[src/rtl/cpu_pkg.sv]
`default_nettype none
// +------------------------------------------------------------------------+
// | Package     : cpu_pkg                                                   |
// | Description : Shared CPU definitions used by the serial add/sub ALU:    |
// |               ALU opcode values, ALU state encoding and word width.     |
// | Contents    : ALU_ADD / ALU_SUB  - alu_op values                        |
// |               alu_state_e        - ALU FSM states (IDLE, CALC, WAIT)    |
// |               WORD_W             - native datapath width                |
// | Revision    : 1.0  initial release                                      |
// +------------------------------------------------------------------------+
package cpu_pkg;

  // alu_op encoding. The sub opcode doubles as the initial carry-in,
  // because A - B is computed as A + ~B + 1.
  localparam logic ALU_ADD = 1'b0;
  localparam logic ALU_SUB = 1'b1;

  // Native CPU word width
  localparam int WORD_W = 16;

  // ALU sequencer states
  typedef enum logic [1:0] {
    ST_IDLE = 2'd0,
    ST_CALC = 2'd1,
    ST_WAIT = 2'd2
  } alu_state_e;

endpackage : cpu_pkg
`default_nettype wire

[src/rtl/alu_digit_adder.sv]
`default_nettype none
// +------------------------------------------------------------------------+
// | Module      : alu_digit_adder                                           |
// | Description : Combinational DIGIT-bit ripple adder slice used by the    |
// |               serial ALU. One slice is reused every CALC cycle.          |
// | Ports       : i_a, i_b        DIGIT-bit operand digits                  |
// |               i_cin           carry into bit 0 of the digit             |
// |               o_sum           DIGIT-bit sum digit                       |
// |               o_cout          carry out of the digit MSB                |
// |               o_msb_carry_in  carry into the digit MSB (cin ^ cout of   |
// |                               the top digit is the signed overflow)     |
// | Revision    : 1.0  initial release                                      |
// +------------------------------------------------------------------------+
module alu_digit_adder
  import cpu_pkg::*;
#(
  parameter int DIGIT = 4
) (
  input  logic [DIGIT-1:0] i_a,
  input  logic [DIGIT-1:0] i_b,
  input  logic             i_cin,
  output logic [DIGIT-1:0] o_sum,
  output logic             o_cout,
  output logic             o_msb_carry_in
);

  logic [DIGIT:0] w_total;

  always_comb begin
    w_total = {1'b0, i_a} + {1'b0, i_b} + {{DIGIT{1'b0}}, i_cin};
  end

  assign o_sum  = w_total[DIGIT-1:0];
  assign o_cout = w_total[DIGIT];

  // sum = a ^ b ^ carry_in at every bit, so the carry into the MSB
  // can be recovered from the MSB sum bit without a second adder.
  assign o_msb_carry_in = i_a[DIGIT-1] ^ i_b[DIGIT-1] ^ w_total[DIGIT-1];

endmodule : alu_digit_adder
`default_nettype wire

[src/rtl/serial_alu.sv]
`default_nettype none
// +------------------------------------------------------------------------+
// | Module      : serial_alu                                                |
// | Description : Multi-cycle add/sub ALU. Operands are latched on the      |
// |               start edge, then DIGIT bits are summed per cycle, LSB     |
// |               first, through a single narrow adder slice. The result    |
// |               and flags are loaded together on the last CALC edge and   |
// |               alu_done pulses for exactly one cycle.                    |
// | Ports       : clk, reset (sync, active-high)                            |
// |               alu_start   level request, sampled only in IDLE           |
// |               alu_op      0 = add, 1 = sub (rs1 - operand B)            |
// |               immediate   1 selects sgnext_imm as operand B             |
// |               rs1_data, rs2_data, sgnext_imm  operands                  |
// |               alu_result  registered result, held until next completion |
// |               alu_done    one-cycle completion pulse                    |
// |               flag_zero / flag_carry / flag_ovf  result flags           |
// | Revision    : 1.0  initial release                                      |
// +------------------------------------------------------------------------+
module serial_alu
  import cpu_pkg::*;
#(
  parameter int WIDTH = WORD_W,
  parameter int DIGIT = 4
) (
  input  logic             clk,
  input  logic             reset,
  input  logic             alu_start,
  input  logic             alu_op,
  input  logic             immediate,
  input  logic [WIDTH-1:0] rs1_data,
  input  logic [WIDTH-1:0] rs2_data,
  input  logic [WIDTH-1:0] sgnext_imm,
  output logic [WIDTH-1:0] alu_result,
  output logic             alu_done,
  output logic             flag_zero,
  output logic             flag_carry,
  output logic             flag_ovf
);

  localparam int N_DIGITS = WIDTH / DIGIT;
  localparam int CNT_W    = (N_DIGITS > 1) ? $clog2(N_DIGITS) : 1;
  localparam logic [CNT_W-1:0] c_last_cnt = CNT_W'(N_DIGITS - 1);

  generate
    if ((WIDTH % DIGIT) != 0) begin : g_bad_digit
      $error("serial_alu: WIDTH must be a multiple of DIGIT");
    end
  endgenerate

  // ------------------------------------------------------------------
  // State and datapath registers
  // ------------------------------------------------------------------
  alu_state_e       r_state;
  alu_state_e       w_state_next;

  logic [WIDTH-1:0] r_a;        // operand A, shifted right one digit per CALC
  logic [WIDTH-1:0] r_b;        // operand B (already inverted for sub), shifted
  logic             r_a_msb;    // sign of A, kept for the overflow rule
  logic             r_b_msb;    // sign of the B actually added (post inversion)
  logic             r_carry;    // inter-digit carry; seeded with alu_op
  logic [CNT_W-1:0] r_cnt;
  logic [WIDTH-1:0] r_partial;  // sum digits enter from the MSB side

  logic [WIDTH-1:0] r_result;
  logic             r_done;
  logic             r_zero;
  logic             r_carry_flag;
  logic             r_ovf;

  // ------------------------------------------------------------------
  // Control decode
  // ------------------------------------------------------------------
  logic             w_load;
  logic             w_finish;

  // ------------------------------------------------------------------
  // Datapath wires
  // ------------------------------------------------------------------
  logic [WIDTH-1:0] w_b_sel;
  logic [DIGIT-1:0] w_sum;
  logic             w_cout;
  logic             w_msb_cin;
  logic [WIDTH-1:0] w_partial_next;
  logic             w_ovf_rule;

  assign w_b_sel = immediate ? sgnext_imm : rs2_data;

  alu_digit_adder #(
    .DIGIT (DIGIT)
  ) u_digit_adder (
    .i_a            (r_a[DIGIT-1:0]),
    .i_b            (r_b[DIGIT-1:0]),
    .i_cin          (r_carry),
    .o_sum          (w_sum),
    .o_cout         (w_cout),
    .o_msb_carry_in (w_msb_cin)
  );

  // After N shifts the first digit has travelled down to bit 0, so the
  // value present on the last CALC edge is the complete result.
  assign w_partial_next = (r_partial >> DIGIT) | (WIDTH'(w_sum) << (WIDTH - DIGIT));

  // Because B was inverted for sub, "signs of A and the added B agree and
  // the result sign differs" covers both the add and the sub overflow rules.
  assign w_ovf_rule = (r_a_msb == r_b_msb) && (w_partial_next[WIDTH-1] != r_a_msb);

  // ------------------------------------------------------------------
  // FSM: state register
  // ------------------------------------------------------------------
  always_ff @(posedge clk) begin
    if (reset) begin
      r_state <= ST_IDLE;
    end else begin
      r_state <= w_state_next;
    end
  end

  // ------------------------------------------------------------------
  // FSM: next state and control strobes
  // ------------------------------------------------------------------
  always_comb begin
    w_state_next = r_state;
    w_load       = 1'b0;
    w_finish     = 1'b0;
    case (r_state)
      ST_IDLE: begin
        if (alu_start) begin
          w_load       = 1'b1;
          w_state_next = ST_CALC;
        end
      end
      ST_CALC: begin
        if (r_cnt == c_last_cnt) begin
          w_finish     = 1'b1;
          w_state_next = ST_WAIT;
        end
      end
      ST_WAIT: begin
        // A start level held past completion must not retrigger.
        if (!alu_start) begin
          w_state_next = ST_IDLE;
        end
      end
      default: begin
        w_state_next = ST_IDLE;
      end
    endcase
  end

  // ------------------------------------------------------------------
  // Datapath and output registers
  // ------------------------------------------------------------------
  always_ff @(posedge clk) begin
    if (reset) begin
      r_a          <= '0;
      r_b          <= '0;
      r_a_msb      <= 1'b0;
      r_b_msb      <= 1'b0;
      r_carry      <= 1'b0;
      r_cnt        <= '0;
      r_partial    <= '0;
      r_result     <= '0;
      r_done       <= 1'b0;
      r_zero       <= 1'b0;
      r_carry_flag <= 1'b0;
      r_ovf        <= 1'b0;
    end else begin
      r_done <= 1'b0;
      if (w_load) begin
        r_a       <= rs1_data;
        r_b       <= (alu_op == ALU_SUB) ? ~w_b_sel : w_b_sel;
        r_a_msb   <= rs1_data[WIDTH-1];
        r_b_msb   <= (alu_op == ALU_SUB) ? ~w_b_sel[WIDTH-1] : w_b_sel[WIDTH-1];
        r_carry   <= alu_op;
        r_cnt     <= '0;
        r_partial <= '0;
      end else if (r_state == ST_CALC) begin
        r_a       <= r_a >> DIGIT;
        r_b       <= r_b >> DIGIT;
        r_carry   <= w_cout;
        r_cnt     <= r_cnt + CNT_W'(1);
        r_partial <= w_partial_next;
        if (w_finish) begin
          r_result     <= w_partial_next;
          r_carry_flag <= w_cout;
          r_zero       <= (w_partial_next == '0);
          r_ovf        <= w_ovf_rule;
          r_done       <= 1'b1;
          // Sign-rule overflow must agree with carry-in/carry-out of the MSB.
          assert (w_ovf_rule == (w_msb_cin ^ w_cout));
        end
      end
    end
  end

  assign alu_result = r_result;
  assign alu_done   = r_done;
  assign flag_zero  = r_zero;
  assign flag_carry = r_carry_flag;
  assign flag_ovf   = r_ovf;

endmodule : serial_alu
`default_nettype wire

[config.mk]
export PLATFORM = sky130hd
export DESIGN_NAME = serial_alu
export DESIGN_NICKNAME = d
export VERILOG_FILES = /design/src/rtl/cpu_pkg.sv /design/src/rtl/alu_digit_adder.sv /design/src/rtl/serial_alu.sv
export SDC_FILE = /design/constraint.sdc
export NUM_CORES = 1
export LEC_CHECK = 0
export CAP_MARGIN = 20
export CORE_MARGIN = 3
export CORE_UTILIZATION = 35
export CTS_BUF_LIST = sky130_fd_sc_hd__clkbuf_8 sky130_fd_sc_hd__clkbuf_16
export DETAILED_ROUTE_END_ITERATION = 10
export GPL_ROUTABILITY_DRIVEN = 0
export PLACE_DENSITY = 0.69
export RECOVER_POWER = 50
export SLEW_MARGIN = 0
export SYNTH_ARGS = -nofsm -noshare
export SYNTH_HDL_FRONTEND = slang
export SYNTH_SLANG_ARGS = --single-unit
[constraint.sdc]
create_clock -name clk -period 2.23 [get_ports clk]
set_input_delay 0.3345 -clock clk [delete_from_list [all_inputs] [get_ports clk]]
set_output_delay 0.3345 -clock clk [all_outputs]
set_load 0.01 [all_outputs]
==> impl_metrics.yaml <==
outcome:
  status: "completed"
logic_synthesis:
  synth_cell_types: 44
  syn_inst: 360
  synth_seq_area_share: 0.438
  synth_seq_cells: 71
  synth_area_sq_um: 3250
  synth_edf_count: 0
  synth.yosys.warnings: 0
  ys.flop_type: "dfxtp_1"
  async_flop_share: 0
  mappedNetlistNets: 419
  avgSynthCellArea_sq_um: 9.02
clock_network:
  cts.path.max_buffers: 2
  cts_root_buf: "clkbuf_8"
  cts_buffers: 9
  hold_buffers: 0
  clkTransAtPathRegs_ns: 0.08
  post_cts.repair.setup_buffers: 0
  htreeDepth: 3
  clock-sinks: 71
  clkLatencyLatePin_ns: 0.35
  tritoncts: "yes"
worst_setup_path:
  path_cells: "fa_2 -> fa_1 -> nor4_2 -> nand3_1 -> or4_1 -> o21ai_1"
  path_max_fanout: 2
  cp.required_ns: 2.52
  reg2reg_setup_slack_ns: 0.13
  reg2regPathDepth: 6
  end_kind: "flip-flop"
  cp-start-kind: "flip-flop"
  criticalPathCategory: "reg2reg"
  cp_slowest_stage_delay_ns: 0.48
  cp.buffers_inverters: 0
  reg2reg_from: "r_a[0]"
  slowest_stage: "fa_1"
  arrival_ns: 2.39
  worstReg2RegEnd: "flag_zero"
  critPathTopFamily: "adder cells"
timing:
  slew_violations: 0
  fmax_mhz: 476
  fin_crit_sh: 0.941
  worst_slack_ns: 0.131
  slew_headroom: 0.454
  finalCriticalPeriod_ns: 2.10
  finalHoldViolCount: 0
  fin_worst_skew_ns: 0.0101
  setup_viol: 0
  setup_tns_ns: 0
  worst_pin_slew_ns: 0.819
  rsz0062_at_grt: "true"
place:
  io_buffers: 72
  dp_worst_setup_slack_ns: -0.0328
  hpwl_um: 5020
  dpl.cell_count: 524
floorplanning:
  num_rows: 34
  die_x_um: 102
  ios: 73
  fp.dieH_um: 102
  initial_core_util: 0.367
  dieArea_sq_um: 10500
  core_area_sq_um: 8850
cells_and_area:
  nets: 486
  final_core_util: 0.485
  fin_cells: 540
  fillers: 882
  layout_commonest_cell: "dfxtp_1"
  final_cell_mix: "dfxtp_1 (70), nand2_1 (69), clkdlybuf4s50_1 (65)"
  multi_input_area_sq_um: 1650
  diodes: 0
  area_growth_syn_to_layout_pct: 32.1
  drive_gt1_frac: 0.0810
  seqCellArea_sq_um: 1420
grt:
  grt_max_degree: 47
  grt_pass1_vias: 2493
  grt_usage: 0.140
  overflow: 0
  antenna_found_initial: 0
  grt_pass1_wl_um: 11700
min_path:
  min_to: "r_b[15]"
  min-delay-start: "r_b[15]"
  hold_depth: 2
  hold_class: "reg2reg"
detailed_routing:
  wire_per_inst_um: 12.7
  detail-route-antenna-nets: 0
  drt_iter0_drc: 65
  viasPerCell: 4.92
  firstDrtPassIters: 4
  vias: 2659
  drc: 0
  wirelength_um: 6850
power:
  power_density_nw_per_um2: 724
  peakVddDrop_v: 0.000272
  leakagePower_uw: 0.00164
flow_run:
  max-cap-violations: 0
[metal layers]
metal  vias to the layer above  wire length [um]  track usage  share of wire
met4                         0               171       0.0727          0.025
met2                        72              3090        0.216           0.45
met5                         -                 0            0              0
li1                       1384                 -            -              -
met3                        16               333       0.0307          0.049
met1                      1187              3250        0.185           0.47
[what timing repair did]
action                                  CTS  global route
pin swaps                                 1             0
endpoints found under the setup margin    1             1
resized for setup                         0             3
[cells in the mapped netlist, types with 3 or more instances]
cell	n	area [sq um]
nor4_1	3	18.8
a21oi_1	32	160
xor2_1	12	105
ha_1	4	50.1
a221o_1	3	30.0
nand2_1	68	255
a22o_1	4	35.0
nor2_1	27	101
a22oi_1	3	22.5
inv_1	5	18.8
a211oi_1	15	113
dfxtp_1	71	1420
buf_2	11	55.1
nand2b_1	10	62.6
buf_4	5	37.5
a21o_1	3	22.5
a32o_1	9	90.1
clkbuf_1	9	33.8
mux2i_1	29	290
o21ai_0	3	15.0
xnor2_1	6	52.6
[tightest hold or removal path: cells and delay by family (launching register included)]
kind	cells	cell delay (ns)
flip-flops	1	0.32
AND/OR/NAND/NOR	2	0.09
[kinds of logic after synthesis]
| kind of cell | Yosys count | share of synthesized area |
|---|---|---|
| buffers and inverters | 33 | 0.0528 |
| and+or+nand+nor | 126 | 0.180 |
| DFF | 71 | 0.438 |
| adders and majority gates | 6 | 0.0278 |
| muxes | 29 | 0.0894 |
| xor gates and xnor gates | 18 | 0.0486 |
| AOI/OAI and AO/OA | 77 | 0.163 |
[sequential cells by signal, indices dropped and copies added, names as in the netlist]
register	count
alu_result	16
flag_ovf	1
r_b	16
r_cnt	2
r_b_msb	1
r_a	16
r_partial	12
flag_carry	1
r_a_msb	1
flag_zero	1
r_state	2
alu_done	1
r_carry	1
[where the power goes]
group,internal [uW],total (uW),switching [uW]
combinational,284,536,252
sequential,1340,1390,49.4
clock,645,1180,530
[metrics by stage]
step,power [uW],cell area [sq um],hold slack [ns]
floorplan,1770,3250,0.422
detailed placement,1970,4080,0.437
finish,3100,4290,0.449
CTS,3140,4310,0.451
global route,3260,4290,0.465
global placement,1950,4080,0.437
[final cells by class]
| cell class | instances | area share |
|---|---|---|
| Multi-Input combinational cell | 256 | 0.386 |
| Sequential cell | 71 | 0.332 |
| Timing Repair Buffer | 84 | 0.193 |
| Tap cell | 108 | 0.0315 |
| Clock buffer | 9 | 0.0289 |
| Clock inverter | 7 | 0.0242 |
| Inverter | 5 | 0.00438 |
[worst max-delay path by stage]
stage | startpoint | slack [ns] | depth (start not counted) | to
2_1_floorplan | r_a[0] | 0.03 | 6 | flag_zero
3_3_place_gp | r_a[0] | -0.02 | 6 | flag_zero
3_5_place_dp | r_a[0] | -0.03 | 6 | flag_zero
4_1_cts | r_a[0] | 0.04 | 6 | flag_zero
5_1_grt | r_a[0] | -0.001 | 6 | flag_zero
6_report | r_a[0] | 0.13 | 6 | flag_zero
(Power assumes the default switching activity.)
